$ cat src/rtl/mips_pkg.sv
// Shared definitions for the multi-cycle 16-bit-instruction core: opcodes,
// controller states and instruction field positions.
package mips_pkg;

    // Opcodes (instruction bits [15:12]); 0xA-0xE decode as NOP
    localparam logic [3:0] OP_ADD  = 4'h0;
    localparam logic [3:0] OP_SUB  = 4'h1;
    localparam logic [3:0] OP_AND  = 4'h2;
    localparam logic [3:0] OP_OR   = 4'h3;
    localparam logic [3:0] OP_SLT  = 4'h4;
    localparam logic [3:0] OP_ADDI = 4'h5;
    localparam logic [3:0] OP_LW   = 4'h6;
    localparam logic [3:0] OP_SW   = 4'h7;
    localparam logic [3:0] OP_BEQ  = 4'h8;
    localparam logic [3:0] OP_BNE  = 4'h9;
    localparam logic [3:0] OP_HALT = 4'hF;

    // Instruction field slices
    localparam int unsigned OP_HI = 15;
    localparam int unsigned OP_LO = 12;
    localparam int unsigned RA_HI = 11;
    localparam int unsigned RA_LO = 8;
    localparam int unsigned RB_HI = 7;
    localparam int unsigned RB_LO = 4;
    localparam int unsigned RC_HI = 3;
    localparam int unsigned RC_LO = 0;

    typedef enum logic [2:0] {
        S_FETCH,
        S_DECODE,
        S_EXEC,
        S_MEM,
        S_WB,
        S_HALT
    } state_t;

endpackage

$ cat src/rtl/mips_regfile.sv
// 16-entry register file: two async read ports, one debug read port,
// one synchronous write port. r0 reads as zero and ignores writes.
module mips_regfile
    import mips_pkg::*;
#(
    parameter int unsigned DATA_W = 16
) (
    input  logic              i_clk,
    input  logic              i_rst_n,
    input  logic              i_we,
    input  logic [3:0]        i_waddr,
    input  logic [DATA_W-1:0] i_wdata,
    input  logic [3:0]        i_raddr_a,
    input  logic [3:0]        i_raddr_b,
    input  logic [3:0]        i_dbg_addr,
    output logic [DATA_W-1:0] o_rdata_a,
    output logic [DATA_W-1:0] o_rdata_b,
    output logic [DATA_W-1:0] o_dbg_data
);

    logic [DATA_W-1:0] r_regs [16];

    // Register storage: cleared on reset, written on the edge when enabled
    always_ff @(posedge i_clk or negedge i_rst_n) begin
        if (!i_rst_n) begin
            for (int i = 0; i < 16; i++) begin
                r_regs[i] <= '0;
            end
        end else if (i_we && (i_waddr != 4'd0)) begin
            r_regs[i_waddr] <= i_wdata;
        end
    end

    assign o_rdata_a  = (i_raddr_a  == 4'd0) ? '0 : r_regs[i_raddr_a];
    assign o_rdata_b  = (i_raddr_b  == 4'd0) ? '0 : r_regs[i_raddr_b];
    assign o_dbg_data = (i_dbg_addr == 4'd0) ? '0 : r_regs[i_dbg_addr];

endmodule

$ cat src/rtl/mips_multicycle.sv
// Multi-cycle core: FETCH/DECODE/EXEC/MEM/WB controller with req/ack
// instruction and data memory ports, retired counter and debug read port.
module mips_multicycle
    import mips_pkg::*;
#(
    parameter int unsigned DATA_W = 16,
    parameter int unsigned ADDR_W = 16,
    parameter int unsigned CNT_W  = 32
) (
    input  logic              clk,
    input  logic              rst_n,
    output logic              imem_req,
    output logic [ADDR_W-1:0] imem_addr,
    input  logic              imem_ack,
    input  logic [15:0]       imem_rdata,
    output logic              dmem_req,
    output logic              dmem_we,
    output logic [ADDR_W-1:0] dmem_addr,
    output logic [DATA_W-1:0] dmem_wdata,
    input  logic              dmem_ack,
    input  logic [DATA_W-1:0] dmem_rdata,
    output logic [ADDR_W-1:0] pc,
    output logic              halted,
    output logic [CNT_W-1:0]  retired,
    input  logic [3:0]        dbg_addr,
    output logic [DATA_W-1:0] dbg_data
);

    state_t            r_state;
    logic [15:0]       r_ir;
    logic [DATA_W-1:0] r_a;
    logic [DATA_W-1:0] r_b;
    logic [DATA_W-1:0] r_res;
    logic [ADDR_W-1:0] r_pc;
    logic [CNT_W-1:0]  r_retired;
    logic              r_halted;
    logic              r_imem_req;
    logic              r_dmem_req;
    logic              r_dmem_we;
    logic [ADDR_W-1:0] r_dmem_addr;
    logic [DATA_W-1:0] r_dmem_wdata;

    logic [3:0]        w_op;
    logic [3:0]        w_ra;
    logic [3:0]        w_rb;
    logic [3:0]        w_rc;
    logic [DATA_W-1:0] w_simm;
    logic [DATA_W-1:0] w_sum;
    logic [DATA_W-1:0] w_alu;
    logic [DATA_W-1:0] w_rd_a;
    logic [DATA_W-1:0] w_rd_b;
    logic [ADDR_W-1:0] w_pc_inc;
    logic [ADDR_W-1:0] w_pc_br;
    logic              w_taken;
    logic              w_rf_we;
    logic [3:0]        w_wdest;

    assign w_op   = r_ir[OP_HI:OP_LO];
    assign w_ra   = r_ir[RA_HI:RA_LO];
    assign w_rb   = r_ir[RB_HI:RB_LO];
    assign w_rc   = r_ir[RC_HI:RC_LO];
    assign w_simm = {{(DATA_W-4){r_ir[RC_HI]}}, r_ir[RC_HI:RC_LO]};
    // Shared by ADDI and the load/store effective address
    assign w_sum  = r_a + w_simm;

    assign w_pc_inc = r_pc + ADDR_W'(1);
    assign w_pc_br  = w_pc_inc + w_simm[ADDR_W-1:0];
    assign w_taken  = (w_op == OP_BEQ) ? (r_a == r_b) : (r_a != r_b);

    // ADDI and LW write rb; register-register ops write rc
    assign w_wdest = ((w_op == OP_ADDI) || (w_op == OP_LW)) ? w_rb : w_rc;
    assign w_rf_we = (r_state == S_WB);

    // ALU result for register-writing operations
    always_comb begin
        w_alu = '0;
        case (w_op)
            OP_ADD:  w_alu = r_a + r_b;
            OP_SUB:  w_alu = r_a - r_b;
            OP_AND:  w_alu = r_a & r_b;
            OP_OR:   w_alu = r_a | r_b;
            OP_SLT:  w_alu = {{(DATA_W-1){1'b0}}, ($signed(r_a) < $signed(r_b))};
            OP_ADDI: w_alu = w_sum;
            default: w_alu = '0;
        endcase
    end

    mips_regfile #(
        .DATA_W(DATA_W)
    ) u_regfile (
        .i_clk      (clk),
        .i_rst_n    (rst_n),
        .i_we       (w_rf_we),
        .i_waddr    (w_wdest),
        .i_wdata    (r_res),
        .i_raddr_a  (w_ra),
        .i_raddr_b  (w_rb),
        .i_dbg_addr (dbg_addr),
        .o_rdata_a  (w_rd_a),
        .o_rdata_b  (w_rd_b),
        .o_dbg_data (dbg_data)
    );

    // Instruction sequencer; requests are raised on the edge entering the
    // state that owns them and dropped on the edge that samples ack
    always_ff @(posedge clk or negedge rst_n) begin
        if (!rst_n) begin
            r_state      <= S_FETCH;
            r_ir         <= '0;
            r_a          <= '0;
            r_b          <= '0;
            r_res        <= '0;
            r_pc         <= '0;
            r_retired    <= '0;
            r_halted     <= 1'b0;
            r_imem_req   <= 1'b0;
            r_dmem_req   <= 1'b0;
            r_dmem_we    <= 1'b0;
            r_dmem_addr  <= '0;
            r_dmem_wdata <= '0;
        end else begin
            case (r_state)
                S_FETCH: begin
                    // Only the first fetch after reset arrives with req low
                    if (!r_imem_req) begin
                        r_imem_req <= 1'b1;
                    end else if (imem_ack) begin
                        r_ir       <= imem_rdata;
                        r_imem_req <= 1'b0;
                        r_state    <= S_DECODE;
                    end
                end
                S_DECODE: begin
                    r_a     <= w_rd_a;
                    r_b     <= w_rd_b;
                    r_state <= S_EXEC;
                end
                S_EXEC: begin
                    case (w_op)
                        OP_ADD, OP_SUB, OP_AND, OP_OR, OP_SLT, OP_ADDI: begin
                            r_res   <= w_alu;
                            r_state <= S_WB;
                        end
                        OP_LW, OP_SW: begin
                            r_dmem_req   <= 1'b1;
                            r_dmem_we    <= (w_op == OP_SW);
                            r_dmem_addr  <= w_sum[ADDR_W-1:0];
                            r_dmem_wdata <= r_b;
                            r_state      <= S_MEM;
                        end
                        OP_BEQ, OP_BNE: begin
                            r_pc       <= w_taken ? w_pc_br : w_pc_inc;
                            r_retired  <= r_retired + CNT_W'(1);
                            r_imem_req <= 1'b1;
                            r_state    <= S_FETCH;
                        end
                        OP_HALT: begin
                            r_halted <= 1'b1;
                            r_state  <= S_HALT;
                        end
                        default: begin
                            r_pc       <= w_pc_inc;
                            r_retired  <= r_retired + CNT_W'(1);
                            r_imem_req <= 1'b1;
                            r_state    <= S_FETCH;
                        end
                    endcase
                end
                S_MEM: begin
                    if (dmem_ack) begin
                        r_dmem_req <= 1'b0;
                        if (r_dmem_we) begin
                            r_pc       <= w_pc_inc;
                            r_retired  <= r_retired + CNT_W'(1);
                            r_imem_req <= 1'b1;
                            r_state    <= S_FETCH;
                        end else begin
                            r_res   <= dmem_rdata;
                            r_state <= S_WB;
                        end
                    end
                end
                S_WB: begin
                    r_pc       <= w_pc_inc;
                    r_retired  <= r_retired + CNT_W'(1);
                    r_imem_req <= 1'b1;
                    r_state    <= S_FETCH;
                end
                S_HALT: begin
                    r_halted <= 1'b1;
                end
                default: begin
                    r_state <= S_FETCH;
                end
            endcase
        end
    end

    assign imem_req   = r_imem_req;
    assign imem_addr  = r_pc;
    assign dmem_req   = r_dmem_req;
    assign dmem_we    = r_dmem_we;
    assign dmem_addr  = r_dmem_addr;
    assign dmem_wdata = r_dmem_wdata;
    assign pc         = r_pc;
    assign halted     = r_halted;
    assign retired    = r_retired;

endmodule

$ cat config.mk
export PLATFORM = sky130hd
export DESIGN_NAME = mips_multicycle
export DESIGN_NICKNAME = d
export VERILOG_FILES = /design/src/rtl/mips_pkg.sv /design/src/rtl/mips_regfile.sv /design/src/rtl/mips_multicycle.sv
export SDC_FILE = /design/constraint.sdc
export NUM_CORES = 1
export LEC_CHECK = 0
export BUFFER_PORTS_ARGS = -buffer_cell sky130_fd_sc_hd__clkbuf_2
export CORE_MARGIN = 2
export CORE_UTILIZATION = 40
export DETAILED_ROUTE_END_ITERATION = 8
export GPL_TIMING_DRIVEN = 0
export PLACE_DENSITY_LB_ADDON = 0.1
export SLEW_MARGIN = 10
export SYNTH_ARGS = -nofsm -noshare
export SYNTH_HDL_FRONTEND = slang
export SYNTH_SLANG_ARGS = --single-unit
$ cat constraint.sdc
create_clock -name clk -period 4.58 [get_ports clk]
set_input_delay 1.145 -clock clk [delete_from_list [all_inputs] [get_ports clk]]
set_output_delay 1.145 -clock clk [all_outputs]
set_load 0.1 [all_outputs]
==> impl_metrics.env <==
export IMPL_row_count=93
export IMPL_rrSetupSlack_ps=920
export IMPL_grt_pass1_vias=19000
export IMPL_wirelength_um=85600
export IMPL_setup_ws_ps=38.3
export IMPL_synth_edf_count=0
export IMPL_worst_slew_pin_slew_ps=1230
export IMPL_fin_util_pct=46.3
export IMPL_finalSetupViolCount=0
export IMPL_multi_input_area_sq_um=14600
export IMPL_core_sq_um=64300
export IMPL_path_clk_slew_ps=60
export IMPL_cts_tree="yes"
export IMPL_p_leak_nw=13.4
export IMPL_ir_drop_uv=224
export IMPL_htreeDepth=2
export IMPL_hold_viol_final=0
export IMPL_fmax_ghz=0.220
export IMPL_crit_arrival_ps=3400
export IMPL_instances_no_fill=3201
export IMPL_synth_seq_area_share_pct=39.2
export IMPL_first_pass_iters=5
export IMPL_drt_iter0_drc=1601
export IMPL_start_util_pct=40.4
export IMPL_power_density_nw_per_um2=265
export IMPL_crit_type="in2out"
export IMPL_worstHoldPathType="in2async"
export IMPL_r2r_start="r_ir[0]$_DFFE_PN0P_"
export IMPL_fin_crit_sh_pct=99.2
export IMPL_syn_num_nets=2229
export IMPL_cp_end_kind="output pin"
export IMPL_grt_setup_unrepaired="false"
export IMPL_seqCellArea_sq_um=10200
export IMPL_r2r_end="r_res[12]$_DFFE_PN0P_"
export IMPL_fin_area_sq_um=29800
export IMPL_syn_area_sq_um=26000
export IMPL_status="complete, no violations"
export IMPL_async_flop_share_pct=100
export IMPL_dieArea_sq_um=67000
export IMPL_drv_cap=0
export IMPL_synthFlopType="dfrtp_1"
export IMPL_grt_pass1_wl_um=127000
export IMPL_die_x_um=259
export IMPL_maxSlewHeadroom_pct=17.5
export IMPL_grt_antenna_before_repair=4
export IMPL_hpwl_um=65300
export IMPL_grt_start_max_net_pins=102
export IMPL_drtAntennaViolNets=0
export IMPL_place_congestion=0.933
export IMPL_clk_path_buf_depth=3
export IMPL_insertion_delay_ps=610
export IMPL_fin_skew_ps=15.0
export IMPL_vias_per_cell=5.94
export IMPL_worstPathMaxFanout=10
export IMPL_synth_warnings=0
export IMPL_holdBufCountCts=0
export IMPL_cp_required_ps=3430
export IMPL_place_area_sq_um=28000
export IMPL_place_inst=3108
export IMPL_start_kind="input pin"
export IMPL_r2r_cells=11
export IMPL_fp_dieH_um=259
export IMPL_pre_cts_ws_ps=-662
export IMPL_track_usage_pct=25.6
export IMPL_drcViolationCount=0
export IMPL_syn_inst=2095
export IMPL_setup_tns_ps=0
export IMPL_nets=2439
export IMPL_min_period_ps=4540
export IMPL_avgSynthCellArea_sq_um=12.4
export IMPL_port_buffers=151
export IMPL_nFillCells=5926
export IMPL_ys_seq_elements=407
export IMPL_wire_per_inst_um=26.7
export IMPL_drv_slew=0
export IMPL_cts_sinks=407
export IMPL_cts_made_buffers=49
export IMPL_holdWs_ps=418
export IMPL_grt_remaining_overflow=0
export IMPL_drive_above_1_share_pct=32.2
export IMPL_synth_cell_types=94
export IMPL_syn_to_final_growth_pct=14.7
export IMPL_vias=19000
export IMPL_ios=156
export IMPL_ctsRootBufferMaster="clkbuf_16"
export IMPL_power_mw=7.91
==> repair_timing <==
| item | in CTS | in global routing |
|---|---|---|
| setup buffers | 0 | 0 |
| endpoints found under the hold margin | 0 | 0 |
| resized for setup | 27 | 4 |
| endpoints found under the setup margin | 16 | 3 |
==> cell usage after synthesis, types with 4 or more instances <==
| cell type | n | area (sq um) |
|---|---|---|
| dfrtp_1 | 407 | 10200 |
| mux4_2 | 240 | 5410 |
| mux2_1 | 136 | 1530 |
| mux2_2 | 130 | 1460 |
| nand2_1 | 112 | 420 |
| inv_1 | 95 | 357 |
| clkbuf_1 | 93 | 349 |
| ha_1 | 90 | 1130 |
| o21ai_0 | 85 | 425 |
| nor2_1 | 81 | 304 |
| a21oi_1 | 76 | 380 |
| xnor2_1 | 41 | 359 |
| o22ai_1 | 39 | 244 |
| xor2_1 | 38 | 333 |
| buf_2 | 36 | 180 |
| buf_4 | 30 | 225 |
| nand3_1 | 27 | 135 |
| nor2b_1 | 27 | 169 |
| nor3_1 | 22 | 110 |
| o21ai_1 | 21 | 105 |
| and3_1 | 18 | 113 |
| a211oi_1 | 14 | 105 |
| nand2b_1 | 14 | 87.6 |
| a31oi_1 | 12 | 75.1 |
| buf_1 | 12 | 45.0 |
| nand4_1 | 12 | 75.1 |
| nand2_2 | 11 | 68.8 |
| o21a_1 | 11 | 82.6 |
| and2_1 | 9 | 56.3 |
| o211ai_1 | 9 | 67.6 |
| a21o_1 | 8 | 60.1 |
| o21bai_1 | 8 | 60.1 |
| or3_1 | 8 | 50.1 |
| o31ai_1 | 7 | 52.6 |
| mux2i_1 | 6 | 60.1 |
| nor4_1 | 6 | 37.5 |
| buf_6 | 5 | 56.3 |
| nor3b_1 | 5 | 37.5 |
| a21boi_0 | 4 | 30.0 |
| a221o_1 | 4 | 40.0 |
| a22oi_1 | 4 | 30.0 |
| fa_1 | 4 | 80.1 |
==> layout make-up <==
class                      count  area share [%]
inverter                      96            1.21
clock buffer                  62            4.58
tap                          855            3.59
clock inverter                27            1.11
buffer                       176            3.02
sequential                   407            34.2
antenna                        3          0.0252
multi-input combinational   1416            49.1
timing repair buffer         159            3.19
==> critical path, stage by stage <==
cell	delay, ps
clkbuf_2	340
buf_2	460
mux4_2	400
mux4_2	520
nor2b_2	170
clkbuf_2	360
==> layout by cell type (no fill, tap or decap), types with 38 or more instances in the layout <==
cell type / n
dfrtp_1: 406
mux4_2: 240
clkbuf_2: 148
mux2_1: 136
mux2_2: 130
nand2_1: 112
inv_1: 95
ha_1: 90
clkbuf_1: 89
o21ai_0: 85
nor2_1: 81
a21oi_1: 76
clkbuf_16: 49
xnor2_1: 41
o22ai_1: 39
xor2_1: 38
==> flip-flops by register name, summed over array words and instances, names as in the netlist, 3 cells and up <==
signal / flops
u_regfile.r_regs: 256
retired: 32
dmem_addr: 16
dmem_wdata: 16
imem_addr: 16
r_a: 16
r_b: 16
r_ir: 16
r_res: 16
r_state: 3
==> cells by family after synthesis <==
family | Yosys count | synth area share (%)
multiplexers | 513 | 32.6
flip-flops | 407 | 39.2
AND/OR/NAND/NOR | 380 | 7.52
AO/OA/AOI/OAI | 350 | 8.70
buffers and inverters | 272 | 4.68
adder cells (fa/ha/maj) | 94 | 4.64
XOR/XNOR | 79 | 2.66
==> power breakdown <==
part | internal (mW) | leakage [nW] | switching [mW] | total [mW]
combinational | 0.0582 | 6.91 | 0.140 | 0.198
clock | 2.46 | 0.841 | 1.66 | 4.12
sequential | 3.60 | 5.60 | 0 | 3.60
total | 6.11 | 13.4 | 1.80 | 7.91
==> how the worst max path moves through the flow <==
stage,from,endpoint,slack (ps)
after global routing,dbg_addr[1],dbg_data[15],30
final,dbg_addr[1],dbg_data[0],40
after CTS,dbg_addr[1],dbg_data[0],20
after global placement,rst_n,u_regfile.r_regs[106]$_DFFE_PN0P_,-7130
after detailed placement,dbg_addr[1],dbg_data[7],-660
after floorplan,dbg_addr[1],dbg_data[3],-170
==> per-layer routing <==
metal  track usage [%]  up-vias  part of all wire, %
li1                  -     8302                    -
met2              39.9      634                   46
met5                 0        -                0.015
met3              4.38      132                  6.3
met4              7.90        2                  2.7
met1              36.6     9952                   45
No activity file was read; power rests on OpenSTA's default activity.
